File: src/rtl/l2_arbiter_if.sv
// L1-to-L2 arbiter bus: both L1 miss ports plus the shared L2 port.
// slave is the arbiter's view, master is the surrounding caches/L2.
interface l2_arbiter_if #(
  parameter int ADDR_W = 28,
  parameter int DATA_W = 128
);
  logic              i_read;
  logic [ADDR_W-1:0] i_addr;
  logic [DATA_W-1:0] i_rdata;
  logic              i_ready;
  logic              d_read;
  logic              d_write;
  logic [ADDR_W-1:0] d_addr;
  logic [DATA_W-1:0] d_wdata;
  logic [DATA_W-1:0] d_rdata;
  logic              d_ready;
  logic              l2_read;
  logic              l2_write;
  logic [ADDR_W-1:0] l2_addr;
  logic [DATA_W-1:0] l2_wdata;
  logic [DATA_W-1:0] l2_rdata;
  logic              l2_ready;
  logic              busy;

  modport slave (
    input  i_read, i_addr, d_read, d_write, d_addr, d_wdata, l2_rdata, l2_ready,
    output i_rdata, i_ready, d_rdata, d_ready, l2_read, l2_write, l2_addr, l2_wdata, busy
  );

  modport master (
    output i_read, i_addr, d_read, d_write, d_addr, d_wdata, l2_rdata, l2_ready,
    input  i_rdata, i_ready, d_rdata, d_ready, l2_read, l2_write, l2_addr, l2_wdata, busy
  );
endinterface

File: src/rtl/l2_arbiter.sv
// Round-robin arbiter serialising I-cache fills and D-cache fills/write-backs
// onto the single L2 port; one dead cycle follows every transfer.
module l2_arbiter #(
  parameter int ADDR_W = 28,
  parameter int DATA_W = 128
) (
  input logic          clk,
  input logic          rst,
  l2_arbiter_if.slave  bus
);
  typedef enum logic [1:0] {IDLE, GNT_I, GNT_D, DONE} state_t;
  typedef enum logic {REQ_I = 1'b0, REQ_D = 1'b1} req_t;

  state_t            state_q, state_d;
  req_t              last_q;
  logic              i_pend, d_pend;
  logic              grant_i, grant_d;
  logic              i_ready_c, d_ready_c;
  logic              l2_read_q, l2_write_q, busy_q;
  logic [ADDR_W-1:0] l2_addr_q;
  logic [DATA_W-1:0] l2_wdata_q;

  assign i_pend = bus.i_read;
  assign d_pend = bus.d_read | bus.d_write;

  always_comb begin
    state_d   = state_q;
    grant_i   = 1'b0;
    grant_d   = 1'b0;
    i_ready_c = 1'b0;
    d_ready_c = 1'b0;
    case (state_q)
      IDLE: begin
        // On a tie the requester not served last wins.
        if (i_pend && d_pend) begin
          grant_d = (last_q == REQ_I);
          grant_i = ~grant_d;
        end else begin
          grant_i = i_pend;
          grant_d = d_pend;
        end
        if (grant_i)      state_d = GNT_I;
        else if (grant_d) state_d = GNT_D;
      end
      GNT_I: if (bus.l2_ready) begin
        i_ready_c = ~rst;
        state_d   = DONE;
      end
      GNT_D: if (bus.l2_ready) begin
        d_ready_c = ~rst;
        state_d   = DONE;
      end
      default: state_d = IDLE;
    endcase
  end

  always_ff @(posedge clk) begin
    if (rst) begin
      state_q    <= IDLE;
      last_q     <= REQ_I;
      busy_q     <= 1'b0;
      l2_read_q  <= 1'b0;
      l2_write_q <= 1'b0;
      l2_addr_q  <= '0;
      l2_wdata_q <= '0;
    end else begin
      state_q <= state_d;
      busy_q  <= (state_d != IDLE);
      if (grant_i) begin
        l2_read_q  <= 1'b1;
        l2_write_q <= 1'b0;
        l2_addr_q  <= bus.i_addr;
      end else if (grant_d) begin
        // Write-back takes precedence when both D op bits are set.
        l2_read_q  <= ~bus.d_write;
        l2_write_q <= bus.d_write;
        l2_addr_q  <= bus.d_addr;
        l2_wdata_q <= bus.d_wdata;
      end else if (state_d == DONE) begin
        l2_read_q  <= 1'b0;
        l2_write_q <= 1'b0;
        last_q     <= (state_q == GNT_D) ? REQ_D : REQ_I;
      end
    end
  end

  assign bus.i_rdata  = bus.l2_rdata;
  assign bus.d_rdata  = bus.l2_rdata;
  assign bus.i_ready  = i_ready_c;
  assign bus.d_ready  = d_ready_c;
  assign bus.l2_read  = l2_read_q;
  assign bus.l2_write = l2_write_q;
  assign bus.l2_addr  = l2_addr_q;
  assign bus.l2_wdata = l2_wdata_q;
  assign bus.busy     = busy_q;
endmodule

File: src/flat_wrapper.sv
// flat-port wrapper written by rule: the top's interface ports become plain ports
module l2_arbiter_flat 
#(
  parameter int ADDR_W = 28,
  parameter int DATA_W = 128
)
  (clk, rst, bus_i_read, bus_i_addr, bus_d_read, bus_d_write, bus_d_addr, bus_d_wdata, bus_l2_rdata, bus_l2_ready, bus_i_rdata, bus_i_ready, bus_d_rdata, bus_d_ready, bus_l2_read, bus_l2_write, bus_l2_addr, bus_l2_wdata, bus_busy);
  l2_arbiter_if #(.ADDR_W(ADDR_W), .DATA_W(DATA_W)) bus_i ();
  input logic clk;
  input logic rst;
  input wire logic [$bits(bus_i.i_read)-1:0] bus_i_read;
  input wire logic [$bits(bus_i.i_addr)-1:0] bus_i_addr;
  input wire logic [$bits(bus_i.d_read)-1:0] bus_d_read;
  input wire logic [$bits(bus_i.d_write)-1:0] bus_d_write;
  input wire logic [$bits(bus_i.d_addr)-1:0] bus_d_addr;
  input wire logic [$bits(bus_i.d_wdata)-1:0] bus_d_wdata;
  input wire logic [$bits(bus_i.l2_rdata)-1:0] bus_l2_rdata;
  input wire logic [$bits(bus_i.l2_ready)-1:0] bus_l2_ready;
  output wire logic [$bits(bus_i.i_rdata)-1:0] bus_i_rdata;
  output wire logic [$bits(bus_i.i_ready)-1:0] bus_i_ready;
  output wire logic [$bits(bus_i.d_rdata)-1:0] bus_d_rdata;
  output wire logic [$bits(bus_i.d_ready)-1:0] bus_d_ready;
  output wire logic [$bits(bus_i.l2_read)-1:0] bus_l2_read;
  output wire logic [$bits(bus_i.l2_write)-1:0] bus_l2_write;
  output wire logic [$bits(bus_i.l2_addr)-1:0] bus_l2_addr;
  output wire logic [$bits(bus_i.l2_wdata)-1:0] bus_l2_wdata;
  output wire logic [$bits(bus_i.busy)-1:0] bus_busy;
  assign bus_i.i_read = bus_i_read;
  assign bus_i.i_addr = bus_i_addr;
  assign bus_i.d_read = bus_d_read;
  assign bus_i.d_write = bus_d_write;
  assign bus_i.d_addr = bus_d_addr;
  assign bus_i.d_wdata = bus_d_wdata;
  assign bus_i.l2_rdata = bus_l2_rdata;
  assign bus_i.l2_ready = bus_l2_ready;
  assign bus_i_rdata = bus_i.i_rdata;
  assign bus_i_ready = bus_i.i_ready;
  assign bus_d_rdata = bus_i.d_rdata;
  assign bus_d_ready = bus_i.d_ready;
  assign bus_l2_read = bus_i.l2_read;
  assign bus_l2_write = bus_i.l2_write;
  assign bus_l2_addr = bus_i.l2_addr;
  assign bus_l2_wdata = bus_i.l2_wdata;
  assign bus_busy = bus_i.busy;
  l2_arbiter #(.ADDR_W(ADDR_W), .DATA_W(DATA_W)) u_core (.clk(clk), .rst(rst), .bus(bus_i));
endmodule
File: config.mk
export PLATFORM = sky130hd
export DESIGN_NAME = l2_arbiter_flat
export DESIGN_NICKNAME = d
export VERILOG_FILES = /design/src/rtl/l2_arbiter_if.sv /design/src/rtl/l2_arbiter.sv /design/src/flat_wrapper.sv
export SDC_FILE = /design/constraint.sdc
export NUM_CORES = 1
export LEC_CHECK = 0
export CORE_AREA = 4 4 281 283
export DETAILED_ROUTE_END_ITERATION = 8
export DIE_AREA = 0 0 285 287
export SLEW_MARGIN = 5
export SYNTH_ARGS = -nofsm -noshare
export SYNTH_HDL_FRONTEND = slang
export SYNTH_SLANG_ARGS = --single-unit
File: constraint.sdc
create_clock -name clk -period 4.6 [get_ports clk]
set_clock_uncertainty 0.15 [all_clocks]
set_input_delay 0.92 -clock clk [delete_from_list [all_inputs] [get_ports clk]]
set_output_delay 0.92 -clock clk [all_outputs]
set_load 0.005 [all_outputs]
==> results of run 1 <==
[final cells by class]
cell class,instances,area (um^2),share of cell area (%)
Clock buffer,18,439.2,3.973
Clock inverter,13,172.7,1.562
Inverter,6,22.52,0.2038
Multi-Input combinational cell,474,2267,20.51
Sequential cell,162,3243,29.34
Tap cell,1040,1301,11.77
Timing Repair Buffer,357,3607,32.64
[Yosys cell counts (2+ instances only)]
library cell,instances
clkbuf_1,27
inv_1,5
nand2b_1,3
buf_2,23
nor2_1,31
ha_1,4
nand2_1,258
and3b_1,2
nand3b_1,2
dfxtp_1,162
a21oi_1,131
a222oi_1,28
buf_4,261
[power by group through the flow]
| stage | sequential [uW] | combinational (uW) | clock [uW] |
|---|---|---|---|
| finish | 1810 | 1740 | 1590 |
| global route | 1850 | 1910 | 1730 |
| floorplan | 1850 | 939 | 0 |
| detailed placement | 1840 | 1780 | 0 |
| CTS | 1820 | 1790 | 1690 |
| global placement | 1840 | 1780 | 0 |
[placed cells by master, fill, tap and decap left out, types with 2 or more instances in the layout]
cell type        synthesis  routed
nand3b_1                 2       2
ha_1                     4       4
nand2b_1                 3       3
inv_6                    0       5
and3b_1                  2       2
inv_1                    5       5
a21oi_1                131     131
nor2_1                  31      31
buf_12                   0       4
bufinv_16                0       3
clkinvlp_4               0       3
clkbuf_16                0      17
a222oi_1                28      28
nand2_1                258     258
dfxtp_1                162     162
clkdlybuf4s50_1          0     349
buf_4                  261       3
[metal layers]
metal / vias to the layer above / GRT usage [%]
li1: 2971 / -
met1: 2858 / 8.181
met2: 433 / 9.982
met3: 147 / 4.576
met4: 0 / 5.353
met5: - / 0
[registers in the layout (all words and copies together), names as in the netlist]
register,flops
u_core.bus.l2_read,1
u_core.last_q,1
u_core.bus.l2_addr,28
u_core.bus.l2_write,1
u_core.bus.busy,1
u_core.state_q,2
u_core.bus.l2_wdata,128
[tightest hold or removal path: stages (launching register included)]
cell     delay [ns]
dfxtp_1        0.30
nand2_1        0.05
a21oi_1        0.05
[path summary, 6_finish.rpt]
| kind | endpoint | slack [ns] |
|---|---|---|
| worst min register to register | u_core.bus.l2_wdata[90] | 0.30 |
| worst max register to register | u_core.bus.l2_write | 2.15 |
| worst max-delay path | bus_d_ready | 1.06 |
| worst min-delay path | u_core.bus.l2_wdata[90] | 0.30 |
[kinds of logic (layout without fill, tap and decap cells)]
logic type,count (synthesis),count (layout)
AOI/OAI and AO/OA,169,169
adders and majority gates,4,4
buffers and inverters,317,394
DFF,162,162
muxes,1,1
and+or+nand+nor,300,300
[stage by stage]
stage	setup slack [ns]	instance area [um^2]	total power [uW]
after floorplan	2.187	7695	2793
after global placement	0.9967	10440	3616
after detailed placement	1.011	10440	3622
after CTS	1.011	11050	5290
after global routing	0.9729	11050	5487
final	1.065	11050	5138
==> results.yml, run 1 <==
routing:
  via_per_inst: 3.096
  via_count: 6409
  firstDrtPassIters: 8
  drc: 0
  ant_nets: 0
  drt-initial-drc-count: 387
  wl_met2_um: 12610
  top_layer_used: "met4"
  wl_per_cell_um: 14.95
  routed_wl_um: 30950
  drt-met1-wl_um: 11990
  met3WireLength_um: 4380
finish:
  fillers: 8741
  diodes: 0
  post-route-util_pct: 14.41
  drive_gt1_share_pct: 4.175
  final_cells: 2070
  nets: 1340
  syn_to_final_growth_pct: 43.64
sta:
  fin_tns_setup_ns: 0
  rsz0062_at_grt: "false"
  max-slew-margin-rel_pct: 24.90
  hold-worst-slack_ns: 0.3030
  min_period_ns: 3.535
  slew_violations: 0
  hold_viol: 0
  max_freq_mhz: 282.9
  timing.final.crit_share_pct: 76.85
  worst_pin_slew_ns: 1.126
  setup_violations: 0
clock_network:
  post_cts_buffers: 0
  clkTransAtPathRegs_ns: 0.06
  cts_max_level: 4
  clock_path_buffers: 2
  ctsHoldBuffers: 0
  clock_latency_ns: 0.47
  cts_sinks: 162
  cts-root-buf: "clkbuf_16"
  postCtsResizedCells: 0
  cts_inserted_buffers: 17
  cts_tree: "yes"
die:
  fp-row-count: 102
  die_x_um: 285
  initial_core_util_pct: 10.03
  coreArea_um2: 76700
  dieArea_um2: 81800
  fp.dieH_um: 287
  ios: 735
global_route:
  grt_overflow: 0
  grt_max_degree: 92
  antenna_found_initial: 5
  grt_usage_pct: 7.306
  grt_pass1_vias: 6412
  grt_pass1_wl_um: 43240
synthesis:
  synth_xor_area_share_pct: 0
  synth_area_leaders: "dfxtp_1 (42%), buf_4 (25%), nand2_1 (13%), a21oi_1 (8.5%), a222oi_1 (3.6%)"
  synth_cells: 953
  ys_types: 29
  synth-edff-count: 0
  syn_nets: 1275
  syn_avg_cell_area_um2: 8.074
  synth_ff_type: "dfxtp_1"
  yosys-mux-area-fraction_pct: 0.1301
  yosysTopAreaCellShare_pct: 42.15
  synth-async-reset-ratio_pct: 0
  yosysWarnings: 0
  synth_fa_ha_area_share_pct: 0.6504
  synth-simple-area-share_pct: 15.30
  ys_seq_elements: 162
  yosys.area.top_type: "dfxtp_1"
  synth_area_um2: 7695
  ys_seq_area_share_pct: 42.15
  synth_top_family_by_area: "buffers and inverters"
  synth_compound_area_share_pct: 13.20
critical_path:
  startpoint_type: "primary input"
  reg2reg_from: "u_core.state_q[0]"
  arrival_ns: 2.47
  worstSetupEndpointType: "output pin"
  slowest_stage: "clkdlybuf4s50_1"
  path_common_cell: "clkdlybuf4s50_1"
  slowest_delay_ns: 0.79
  crit_path_start: "bus_l2_ready"
  path_buf_inv: 2
  path_cells: "clkdlybuf4s50_1 > and3b_1 > clkdlybuf4s50_1"
  cp_data_required_time_ns: 3.53
  cp_max_fo: 4
  crit_cells: 3
  crit_family: "buffers and inverters"
  criticalPathCategory: "primary input to output pin"
  rr_worst_depth: 5
power_and_ir_drop:
  switching_power_uw: 1725
  clkPwrFrac_pct: 30.9
  p_int_uw: 3414
  pwr-share-seq_pct: 35.3
  p_comb_share_pct: 33.8
  powerDensity_nw_per_um2: 464.9
  ir_drop_mv: 0.2328
  p_leak_uw: 0.003789
  p_sw_share_pct: 33.56
placement:
  io_buffers: 350
  dp_cells: 2039
  dp_hpwl_um: 22970
  place.gp.congestion: 0.7308
worst_hold_path:
  hold_depth: 2
  hp-class: "register to register"
  hp-start: "u_core.bus.l2_wdata[90]"
run:
  maxCapViolCount: 0
status:
  outcome: "finished, final reports clean"
Power figures use the tool's default switching activity.
==> run 2, diff against run 1 <==
CORE_AREA = 4 4 282 284   (was 4 4 281 283)
DIE_AREA = 0 0 286 288   (was 0 0 285 287)
clock period = 3.3 ns   (was 4.6 ns; I/O delays follow)
==> run 2 against run 1 <==
The flow now finishes with violations (design-rule violations); final area up 1.5%; combinational power grew 54%; sequential share of layout area down 0.44 points; die area grew 0.70%; final cell count rose by 0.97%; register-to-register slack got worse by 1.1 ns; count of clock-buffer cells in the layout down 1; highest routed layer is now met5.
==> results.yml, run 2 (synthesis results as in run 1) <==
sta:
  min_period_ns: 2.753
  setup_violations: 0
  timing.final.crit_share_pct: 83.41
  rsz0062_at_grt: "false"
  fin_tns_setup_ns: 0
  max-slew-margin-rel_pct: 51.63
  worst_pin_slew_ns: 0.7255
  slew_violations: 0
  max_freq_mhz: 363.3
  hold_viol: 0
run:
  maxCapViolCount: 0
critical_path:
  arrival_ns: 1.94
  startpoint_type: "primary input"
  cp_max_fo: 4
  criticalPathCategory: "primary input to output pin"
  cp_data_required_time_ns: 2.49
  worstSetupEndpointType: "output pin"
  r2r_setup_slack_ns: 1.04
routing:
  drc: 2
  via_per_inst: 3.118
  firstDrtPassIters: 9
  routed_wl_um: 35460
  drt-initial-drc-count: 416
  via_count: 6517
  ant_nets: 0
  wl_per_cell_um: 16.96
placement:
  dp_cells: 2055
  place.gp.congestion: 0.7786
  dp_hpwl_um: 26640
  io_buffers: 350
global_route:
  antenna_found_initial: 11
  grt_usage_pct: 8.258
  grt_pass1_vias: 6448
  grt_pass1_wl_um: 47490
  grt_max_degree: 118
  grt_overflow: 0
power_and_ir_drop:
  p_sw_share_pct: 35.89
  pwr-share-seq_pct: 34.5
  switching_power_uw: 2631
  p_int_uw: 4700
  ir_drop_mv: 0.3199
  clkPwrFrac_pct: 29.0
  p_comb_share_pct: 36.5
  powerDensity_nw_per_um2: 653.3
  p_leak_uw: 0.003882
die:
  fp-row-count: 102
  dieArea_um2: 82370
  initial_core_util_pct: 9.982
  die_x_um: 286
  ios: 735
  fp.dieH_um: 288
  coreArea_um2: 77080
clock_network:
  post_cts_buffers: 0
  cts_max_level: 4
  clkTransAtPathRegs_ns: 0.07
  postCtsResizedCells: 0
  cts_inserted_buffers: 17
  cts_tree: "yes"
  clock_latency_ns: 0.48
  cts_sinks: 162
  ctsHoldBuffers: 0
  cts-root-buf: "clkbuf_16"
  clock_path_buffers: 2
status:
  violations: "design-rule violations"
  outcome: "finished, violations left"
finish:
  nets: 1356
  final_cells: 2090
  largest_reg_flops: 128
  layout_common_cells: "clkdlybuf4s50_1 (349), nand2_1 (258), dfxtp_1 (162)"
  syn_to_final_growth_pct: 45.85
  post-route-util_pct: 14.56
  drive_gt1_share_pct: 5.731
  layout_commonest_cell: "clkdlybuf4s50_1"
worst_hold_path:
  hp-class: "register to register"
[run 2: final cells by class]
cell class	count	area [um^2]
fillers	8860	65860
repair buffers	373	3790
flip-flops and latches	162	3243
multi-input cells	474	2267
well taps	1040	1301
clock buffers	17	425.4
clock inverters	15	166.4
inverters	6	22.52
diodes	3	7.507
[run 2: path summary, 6_finish.rpt]
kind                                                from                        to  depth (start not counted)
worst max-delay path                        bus_l2_ready               bus_d_ready                          3
worst min-delay path            u_core.bus.l2_wdata[107]  u_core.bus.l2_wdata[107]                          2
worst max register to register         u_core.state_q[1]   u_core.bus.l2_wdata[13]                          8
worst min register to register  u_core.bus.l2_wdata[107]  u_core.bus.l2_wdata[107]                          2
[run 2: routing by layer]
metal | global-route usage [%] | wire length (um) | part of all wire [%] | vias to the layer above
met4 | 4.893 | 1865 | 5.3 | 18
met3 | 6.231 | 5393 | 15 | 151
met2 | 11.14 | 14140 | 40 | 466
met1 | 9.090 | 13870 | 39 | 2866
li1 | - | - | - | 3016
met5 | 0.8333 | 184 | 0.52 | -
[run 2: critical path, stage by stage]
cell	delay, ns
clkdlybuf4s50_1	0.58
and3b_1	0.20
clkdlybuf4s50_1	0.50
[run 2: metrics by stage]
stage / setup slack [ns] / area [um^2] / total power (uW) / hold slack, ns
2_1_floorplan: 1.407 / 7695 / 3894 / 0.3027
3_3_place_gp: 0.4822 / 10620 / 5321 / 0.2907
3_5_place_dp: 0.4798 / 10620 / 5332 / 0.2953
4_1_cts: 0.5296 / 11220 / 7592 / 0.3062
5_1_grt: 0.5067 / 11220 / 7875 / 0.3203
6_report: 0.5475 / 11220 / 7332 / 0.3046
[run 2: power by group through the flow]
stage / registers [uW] / clock network (uW) / logic [uW]
floorplan: 2580 / 0 / 1310
global placement: 2560 / 0 / 2760
detailed placement: 2570 / 0 / 2760
CTS: 2530 / 2290 / 2770
global route: 2580 / 2340 / 2960
finish: 2530 / 2120 / 2680
